File: src/rtl/gpio_pkg.sv
// Shared register offsets, address window bases and select decoding for the GPIO responder.
// The switch debounce filter is built only when SWITCH_DEBOUNCE_EN is defined.
package gpio_pkg;

  localparam logic [3:0] LED_LO  = 4'h0;
  localparam logic [3:0] LED_HI  = 4'h2;
  localparam logic [3:0] SW_LO   = 4'h0;
  localparam logic [3:0] SW_HI   = 4'h2;
  localparam logic [3:0] SW_STAT = 4'h4;

  localparam logic [27:0] LED_BASE = 28'hFFFFFC6;
  localparam logic [27:0] SW_BASE  = 28'hFFFFFC7;

  typedef enum logic [1:0] {
    SEL_NONE     = 2'b00,
    SEL_LED      = 2'b01,
    SEL_SW       = 2'b10,
    SEL_CONFLICT = 2'b11
  } sel_e;

  // Both chip selects at once is a decode fault upstream: treated as no access.
  function automatic sel_e decode_sel(input logic ledctrl, input logic switchctrl);
    return sel_e'({switchctrl, ledctrl});
  endfunction

  function automatic logic led_window_hit(input logic [31:0] caddress);
    return caddress[31:4] == LED_BASE;
  endfunction

  function automatic logic sw_window_hit(input logic [31:0] caddress);
    return caddress[31:4] == SW_BASE;
  endfunction

endpackage

File: src/rtl/gpio_responder_switch_debounce.sv
// Two-flop synchronizer plus optional shared-counter debounce for the board switches.
// SWITCH_DEBOUNCE_EN selects the filtered path; otherwise the synchronized value is registered directly.
module switch_debounce
  import gpio_pkg::*;
#(
  parameter int          WIDTH           = 24,
  parameter logic [19:0] DEBOUNCE_CYCLES = 20'd500000
) (
  input  logic             clock,
  input  logic             reset,
  input  logic [WIDTH-1:0] raw_in,
  output logic [WIDTH-1:0] stable_out,
  output logic             commit
);

  logic [WIDTH-1:0] sync1_q, sync1_d;
  logic [WIDTH-1:0] sync2_q, sync2_d;
  logic [WIDTH-1:0] stable_q, stable_d;

`ifdef SWITCH_DEBOUNCE_EN
  logic [WIDTH-1:0] cand_q, cand_d;
  logic [19:0]      cnt_q, cnt_d;

  // Any movement of the synchronized vector restarts the shared count; the new value
  // is accepted on the edge where the count reaches DEBOUNCE_CYCLES.
  always_comb begin
    sync1_d  = raw_in;
    sync2_d  = sync1_q;
    cand_d   = cand_q;
    cnt_d    = cnt_q;
    stable_d = stable_q;
    if (sync2_q != cand_q) begin
      cand_d = sync2_q;
      cnt_d  = '0;
    end else begin
      if (cnt_q != DEBOUNCE_CYCLES) cnt_d = cnt_q + 20'd1;
      if ((cnt_d == DEBOUNCE_CYCLES) && (cand_q != stable_q)) stable_d = cand_q;
    end
  end

  always_ff @(posedge clock) begin
    if (reset) begin
      sync1_q  <= '0;
      sync2_q  <= '0;
      cand_q   <= '0;
      cnt_q    <= '0;
      stable_q <= '0;
    end else begin
      sync1_q  <= sync1_d;
      sync2_q  <= sync2_d;
      cand_q   <= cand_d;
      cnt_q    <= cnt_d;
      stable_q <= stable_d;
    end
  end
`else
  always_comb begin
    sync1_d  = raw_in;
    sync2_d  = sync1_q;
    stable_d = sync2_q;
  end

  always_ff @(posedge clock) begin
    if (reset) begin
      sync1_q  <= '0;
      sync2_q  <= '0;
      stable_q <= '0;
    end else begin
      sync1_q  <= sync1_d;
      sync2_q  <= sync2_d;
      stable_q <= stable_d;
    end
  end
`endif

  assign stable_out = stable_q;
  assign commit     = !reset && (stable_d != stable_q);

endmodule

File: src/rtl/gpio_responder.sv
// Memory-mapped LED/switch responder: 24-bit LED register, debounced switch readback, sticky change flag.
// Build with SWITCH_DEBOUNCE_EN to enable switch debouncing (see switch_debounce).
module gpio_responder
  import gpio_pkg::*;
#(
  parameter logic [19:0] DEBOUNCE_CYCLES = 20'd500000,
  parameter logic [23:0] LED_RESET       = 24'h000000
) (
  input  logic        clock,
  input  logic        reset,
  input  logic        ledctrl,
  input  logic        switchctrl,
  input  logic        ioread,
  input  logic        iowrite,
  input  logic [3:0]  address,
  input  logic [15:0] write_data,
  output logic [15:0] ioread_data,
  input  logic [23:0] switch_in,
  output logic [23:0] led_out,
  output logic        sw_changed
);

  sel_e        sel;
  logic [23:0] led_q, led_d;
  logic        changed_q, changed_d;
  logic [23:0] sw_stable;
  logic        sw_commit;

  assign sel = decode_sel(ledctrl, switchctrl);

  switch_debounce #(
    .WIDTH          (24),
    .DEBOUNCE_CYCLES(DEBOUNCE_CYCLES)
  ) u_switch_debounce (
    .clock     (clock),
    .reset     (reset),
    .raw_in    (switch_in),
    .stable_out(sw_stable),
    .commit    (sw_commit)
  );

  // A fresh switch commit outranks a simultaneous write-1-to-clear of the flag.
  always_comb begin
    led_d     = led_q;
    changed_d = changed_q;
    if (iowrite && (sel == SEL_LED)) begin
      case (address)
        LED_LO:  led_d[15:0]  = write_data;
        LED_HI:  led_d[23:16] = write_data[7:0];
        default: ;
      endcase
    end
    if (iowrite && (sel == SEL_SW) && (address == SW_STAT) && write_data[0]) changed_d = 1'b0;
    if (sw_commit) changed_d = 1'b1;
  end

  always_ff @(posedge clock) begin
    if (reset) begin
      led_q     <= LED_RESET;
      changed_q <= 1'b0;
    end else begin
      led_q     <= led_d;
      changed_q <= changed_d;
    end
  end

  always_comb begin
    ioread_data = 16'h0000;
    if (ioread && (sel == SEL_LED)) begin
      case (address)
        LED_LO:  ioread_data = led_q[15:0];
        LED_HI:  ioread_data = {8'h00, led_q[23:16]};
        default: ioread_data = 16'h0000;
      endcase
    end else if (ioread && (sel == SEL_SW) && !reset) begin
      case (address)
        SW_LO:   ioread_data = sw_stable[15:0];
        SW_HI:   ioread_data = {8'h00, sw_stable[23:16]};
        SW_STAT: ioread_data = {15'h0000, changed_q};
        default: ioread_data = 16'h0000;
      endcase
    end
  end

  assign led_out    = led_q;
  assign sw_changed = changed_q;

endmodule

File: config.mk
export PLATFORM = sky130hd
export DESIGN_NAME = gpio_responder
export DESIGN_NICKNAME = d
export VERILOG_FILES = /design/src/rtl/gpio_pkg.sv /design/src/rtl/gpio_responder_switch_debounce.sv /design/src/rtl/gpio_responder.sv
export SDC_FILE = /design/constraint.sdc
export NUM_CORES = 1
export LEC_CHECK = 0
export BUFFER_PORTS_ARGS = -buffer_cell sky130_fd_sc_hd__buf_4
export CAP_MARGIN = 40
export CORE_MARGIN = 3
export CORE_UTILIZATION = 47
export CTS_CLUSTER_SIZE = 40
export DETAILED_ROUTE_END_ITERATION = 10
export GPL_TIMING_DRIVEN = 1
export PLACE_DENSITY = 0.87
export RECOVER_POWER = 50
export SLEW_MARGIN = 10
export SYNTH_ARGS = -nofsm -noshare
export SYNTH_HDL_FRONTEND = slang
export SYNTH_SLANG_ARGS = --single-unit
File: constraint.sdc
create_clock -name clock -period 2.65 [get_ports clock]
set_clock_uncertainty 0.15 [all_clocks]
set_input_delay 0.795 -clock clock [delete_from_list [all_inputs] [get_ports clock]]
set_output_delay 0.795 -clock clock [all_outputs]
set_load 0.02 [all_outputs]
==> metrics.txt <==
outcome=finished, violations left; failing checks=max-capacitance violations, max-slew violations, negative setup slack; worst IR drop on VDD=0.0003020 V; Layout area overhead=44.34%; number of max-cap violations=1; ys async rst share=0; synthesized area=3480 µm²; input/output buffers=90; Final Hold Fails=0; via density per instance=5.101; drt first pass iters=4; Hold EP=u_switch_debounce.stable_d[4]; Die H=92.04 µm; diodes inserted=0; chip width=92.04 µm; GR Util All Layers=0.1954; worst rel slew slack=-0.1880; kind of start point of the critical path=input pin; most common cell after layout, fill and taps aside=dfxtp_1; ratio of cells with drive above 1 in the final layout=0.3750; power per cell area=531.3 nW/µm²; sequential area share after synthesis=0.5581; core area=6982 µm²; Arrival @ worst endpoint=1.93 ns; Final Wtd Congestion=0.8184; RSZ-0062 raised after global routing=yes; Final HPWL DP=5694 µm; global-route wire length before repair=13160 µm; prevailing post-synth register cell=dfxtp_1; flop2flop setup slack=1.15 ns; commonest non-fill, non-tap cells in the layout=dfxtp_1 (97), buf_4 (80), nor2b_1 (72), nand2_1 (32); H-Tree Level Count=3; CTS root buf=clkbuf_8; area leader, netlist=dfxtp_1; initial antenna violation count=0; wirelength, routed=8245 µm; Clock Latency Late Sink=0.35 ns; Crit Path Max Fanout=8; largest net degree at the start of global routing=98; Inst Count DP=528; critical path class=in -> out; drt wl/cell=15.16 µm; R2R Path End=sw_changed; FF+latch count, synth=97; Leak=1.901 nW; hold slack=0.2884 ns; initial core utilization=0.4984; CTS Sinks=97; vias in the first global route=2696; grt total ovfl=0; vias=2775; Final Cycle Share=1.084; syn_area_per_cell=10.12 µm²; post-route insts no fill=544; DRC viols=0; Ys Warns=0; hold-critical path depth=1; Final #Nets=495; Max Clock Freq=0.3480 GHz; # rows=30; count of cell types in the netlist=31; fin worst setup slack=-0.2236 ns; worst reg2reg startpoint=u_switch_debounce.stable_out[11]; synth top area cells=dfxtp_1 (56%), nor2b_1 (13%), a22oi_1 (5.0%), xnor2_1 (4.0%), nand2_1 (3.6%); CP Capture Type=output pin; Critical Path RT=1.71 ns; R2R cell count=4; Detail Route Antenna Nets=0; DIE AREA=8471 µm²; Least-Margin Pin Slew=1.782 ns; CTS Hold Bufs=0; Final Max Slew Viols=98; Synth Instances=344; hold path start=u_switch_debounce.sync1_q[4]; Max Root-Sink Buffers=2; # setup viols final=16; 1st-iter DRT viols=105; Tmin final=2.874 ns; Worst-path clk slew=0.08 ns; number of synthesized flops with an enable pin=0; area share of the largest cell type after synthesis=0.5581; Syn Nets=394; Hold/Removal Path Class=reg -> reg; I/O pins=91; CTS tree=yes; TritonCTS Buffers=9
## layout make-up
type	count	area (µm²)
fillers	513	1959
well taps	96	120.1
repair buffers	111	1022
multi-input cells	225	1753
clock buffers	9	123.9
inverters	1	3.754
flip-flops and latches	97	1942
clock inverters	5	57.56
## flip-flops by register name, summed over array words and instances (netlist names)
| name | cells |
|---|---|
| led_out | 24 |
| u_switch_debounce.stable_d | 24 |
| sw_changed | 1 |
| u_switch_debounce.stable_out | 24 |
| u_switch_debounce.sync1_q | 24 |
## synth_stat cells (2+ instances only)
master	instances
a21oi_1	16
a22oi_1	23
and4b_1	2
buf_2	2
buf_4	2
clkbuf_1	15
dfxtp_1	97
mux2i_1	9
nand2_1	33
nand4_1	4
nand4b_1	2
nor2_1	18
nor2b_1	72
nor4_1	3
o22ai_1	8
xnor2_1	16
xor2_1	8
## critical path, cell delays in order
cell,delay (ns)
buf_12,0.11
nor4b_4,0.27
buf_4,0.19
clkbuf_16,0.16
a22oi_1,0.08
o22ai_2,0.18
buf_6,0.14
## worst max path at each step
stage / startpoint / endpoint / slack [ns]
after global routing: address[3] / ioread_data[6] / -0.26
after floorplan: address[2] / ioread_data[5] / -0.13
after CTS: address[2] / ioread_data[4] / -0.18
after global placement: reset / ioread_data[4] / -0.21
after detailed placement: address[3] / ioread_data[14] / -0.22
final: address[3] / ioread_data[0] / -0.22
## kinds of logic (layout without fill, tap and decap cells)
family                 after synthesis  in the layout  share of synthesized area
multiplexers                         9              9                    0.02589
AND/OR/NAND/NOR                    141            141                     0.2319
flip-flops                          97             97                     0.5581
AO/OA/AOI/OAI                       51             51                    0.09493
buffers and inverters               22            126                    0.02876
XOR/XNOR                            24             24                    0.06041
## power by group
part	switching, mW	leakage (nW)	internal, mW
clock network	0.483	0.0953	0.428
registers	0.0252	0.794	1.50
logic	0.100	1.01	0.129
total	0.608	1.90	2.06
## per-layer routing
metal  vias up  wire length, µm  track usage
met3        17              510      0.04594
met2       106             4066       0.3218
met4         0              211      0.08787
met1      1301             3457       0.2425
li1       1351                -            -
met5         -                0            0
## timing repair
item	CTS	global route
resized for setup	36	19
pin swaps	10	13
setup endpoints to repair	16	16
cloned	0	1
buffers inserted	1	1
## metrics by stage
step | TNS (ns) | util | total power, mW | setup WS, ns | instance area (µm²)
floorplan | -1.025 | - | 1.661 | -0.1339 | 3689
global placement | -3.112 | 0.6530 | 1.759 | -0.2061 | 4559
detailed placement | -3.300 | 0.6530 | 1.767 | -0.2225 | 4559
CTS | -2.252 | 0.7016 | 2.675 | -0.1828 | 4898
global route | -3.000 | 0.7194 | 2.769 | -0.2571 | 5022
finish | -2.539 | 0.7194 | 2.668 | -0.2236 | 5022
Power figures use the tool's default switching activity.
